File: src/rtl/decoder_3to8.sv
// Registered 3-to-8 decoder with active-low outputs and 74x138-style enables.
// Define DECODER_3TO8_COMB_OUT_EN to drop the output register (zero latency).
module decoder_3to8 (
  input  logic       clk,
  input  logic       rst,
  input  logic [2:0] a,
  input  logic       e1_n,
  input  logic       e2_n,
  input  logic       e3,
  output logic [7:0] y_n
);

  logic       en;
  logic [7:0] y_next;

  assign en = ~e1_n & ~e2_n & e3;

  // An unknown enable falls to the else branch, so at most one line is ever low.
  always_comb begin
    y_next = 8'hFF;
    if (en == 1'b1) begin
      for (int i = 0; i < 8; i++) begin
        if (a == 3'(i)) begin
          y_next[i] = 1'b0;
        end
      end
    end
  end

`ifdef DECODER_3TO8_COMB_OUT_EN
  logic unused_clk;
  assign unused_clk = clk;

  always_comb begin
    y_n = y_next;
    if (rst) begin
      y_n = 8'hFF;
    end
  end
`else
  always_ff @(posedge clk or posedge rst) begin
    if (rst) begin
      y_n <= 8'hFF;
    end else begin
      y_n <= y_next;
    end
  end
`endif

endmodule

File: config.mk
export PLATFORM = sky130hd
export DESIGN_NAME = decoder_3to8
export DESIGN_NICKNAME = d
export VERILOG_FILES = /design/src/rtl/decoder_3to8.sv
export SDC_FILE = /design/constraint.sdc
export NUM_CORES = 1
export LEC_CHECK = 0
export ABC_AREA = 1
export CAP_MARGIN = 5
export CORE_AREA = 8 8 45 47
export DETAILED_ROUTE_END_ITERATION = 10
export DIE_AREA = 0 0 53 55
export SLEW_MARGIN = 20
export SYNTH_ARGS = -nofsm -noshare
export SYNTH_HDL_FRONTEND = slang
export SYNTH_SLANG_ARGS = --single-unit
File: constraint.sdc
create_clock -name clk -period 1.1 [get_ports clk]
set_input_delay 0.11 -clock clk [delete_from_list [all_inputs] [get_ports clk]]
set_output_delay 0.11 -clock clk [all_outputs]
set_load 0.01 [all_outputs]
==> out/metrics.cfg <==
[timing]
hold_viol_final = 0
worst_pin_slew_ps = 269
slew_viol_final = 0
fmax_ghz = 0.930
slew-limit-headroom = 0.821
setup_viol = 0
rsz0062_at_grt = false
fin_crit_sh = 0.978
setup-tns-final_ps = 0
postLayoutSetupSlackWorst_ps = 24.3
period_minus_slack_ps = 1080

[clock_network]
htreeDepth = 1
cts_buffers = 3
cts.root.buffer_cell = clkbuf_4
postCtsHoldBufs = 0
path_clk_slew_ps = 50
cts_buffer_depth = 2
cts_tree = built
clock_sinks = 8

[critical_path]
critPathArrivalTime_ps = 970
worstPathCellList = clkdlybuf4s15_2
crit_required_ps = 990
path_buf_inv = 1
critical-path-top-delay-family = flip-flops
crit_type = reg2out
critPathLaunchType = flip-flop
endpoint_kind = output port
crit_slowest_cell = dfstp_2
cpPeakStageDelay_ps = 510
worstPathMaxFanout = 1

[finish]
syn2layout_area_growth_pct = 51.8
regMostFlops = y_n
stdcell_count = 69
fin_area_um2 = 484
nets = 63
drive_gt1_frac = 0.396
largest_registers = y_n x8
antenna_cells = 0
largest_reg_flops = 8

[route]
vias = 252
wire_per_inst_um = 8.45
wl_um = 583
drt-initial-drc-count = 6
drc_errors = 0
drt_first_pass_iters = 4
avgViaCountPerCell = 3.65
ant_nets = 0

[synthesis]
synth_top_cells_by_count = nand2_1, dfstp_2, nor2_1
synth_most_common_cell = nand2_1
avgSynthCellArea_um2 = 9.12
async_flop_share = 1.00
netlist_area_um2 = 319
synth_ff_type = dfstp_2
synth_area_leaders = dfstp_2, nand2_1, nor2_1
synth_area_leader_cell = dfstp_2
netlist.area_leader.share = 0.659
synth_cell_types = 6
yosysSeqAreaShare = 0.659
synthesis.instances = 35
syn_nets = 43
yosys_register_bits = 8
ys.warnings.count = 0
synth_enable_flop_cells = 0

[placed_design]
pre_cts_slack_ps = -37.3
place_inst = 66
io_buffers = 15
place_area_um2 = 489
gp_congestion = 0.754

[floorplan]
num_rows = 14
core_area_um2 = 1380
die_y_um = 55
die_x_um = 53
start_util = 0.231
io_pins = 16
fp.dieArea_um2 = 2920

[grt]
grt_antenna_before_repair = 0
grt_max_degree = 9
gr-total-overflow = 0
grt_pass1_wl_um = 1010
grt_pass1_vias = 266
grt_usage = 0.0533

[worst_hold_path]
min_path_type = in2async

[run]
cap_violations = 0

[outcome]
status = complete, no violations

[power_and_ir_drop]
p_leak_nw = 0.208
vdd_ir_drop_max_mv = 0.360
power.density_nw_per_um2 = 1190

power breakdown:
group | switching [W] | internal (W) | total (W)
Sequential | 0.000000540 | 0.000301 | 0.000301
Combinational | 0.0000295 | 0.0000316 | 0.0000610
Clock | 0.0000904 | 0.000124 | 0.000215
per-stage QoR:
| step | total power, W | hold WS [ps] | util |
|---|---|---|---|
| global route | 0.000613 | 398 | 0.350 |
| global placement | 0.000369 | 610 | 0.354 |
| finish | 0.000577 | 338 | 0.350 |
| floorplan | 0.000332 | 153 | - |
| CTS | 0.000591 | 355 | 0.377 |
| detailed placement | 0.000370 | 621 | 0.354 |
cells in the final DEF, fill, tap and decap left out:
cell type        instances
clkdlybuf4s50_1          7
inv_2                    1
clkdlybuf4s15_2          2
inv_1                    4
nand2_1                 13
dfstp_2                  8
nor2_4                   1
nor2_1                   8
clkbuf_4                 3
buf_2                    6
final timing paths:
| path | start | endpoint | slack (ps) | cells past startpoint |
|---|---|---|---|---|
| max | y_n[5] | y_n[5] | 20 | 1 |
| min | rst | y_n[1] | 340 | 2 |
| max in group asynchronous | rst | y_n[3] | 730 | 2 |
| min in group clk | e3 | y_n[1] | 500 | 4 |
final cells by class:
cell class / instances / area, um^2
Tap cell: 16 / 20.0
Fill cell: 149 / 900
Timing Repair Buffer: 15 / 123
Sequential cell: 8 / 210
Multi-Input combinational cell: 22 / 90.1
Inverter: 5 / 18.8
Clock buffer: 3 / 22.5
kinds of logic (layout without fill, tap and decap cells):
group | Yosys count | in the layout | share of synthesized area
and+or+nand+nor | 22 | 22 | 0.282
DFF | 8 | 8 | 0.659
buffers and inverters | 5 | 23 | 0.0588
what timing repair did:
item                       4_1_cts  5_1_grt
setup endpoints to repair        8        6
gates resized for setup         24        6
gates cloned                     0        0
setup buffers                    0        0
layer usage:
layer  wire [um]  track usage
met1         240       0.0478
met2         261       0.0645
met3          59       0.0241
met4          22        0.103
met5           0            0
Note: power is estimated with default switching activity, not from simulation.
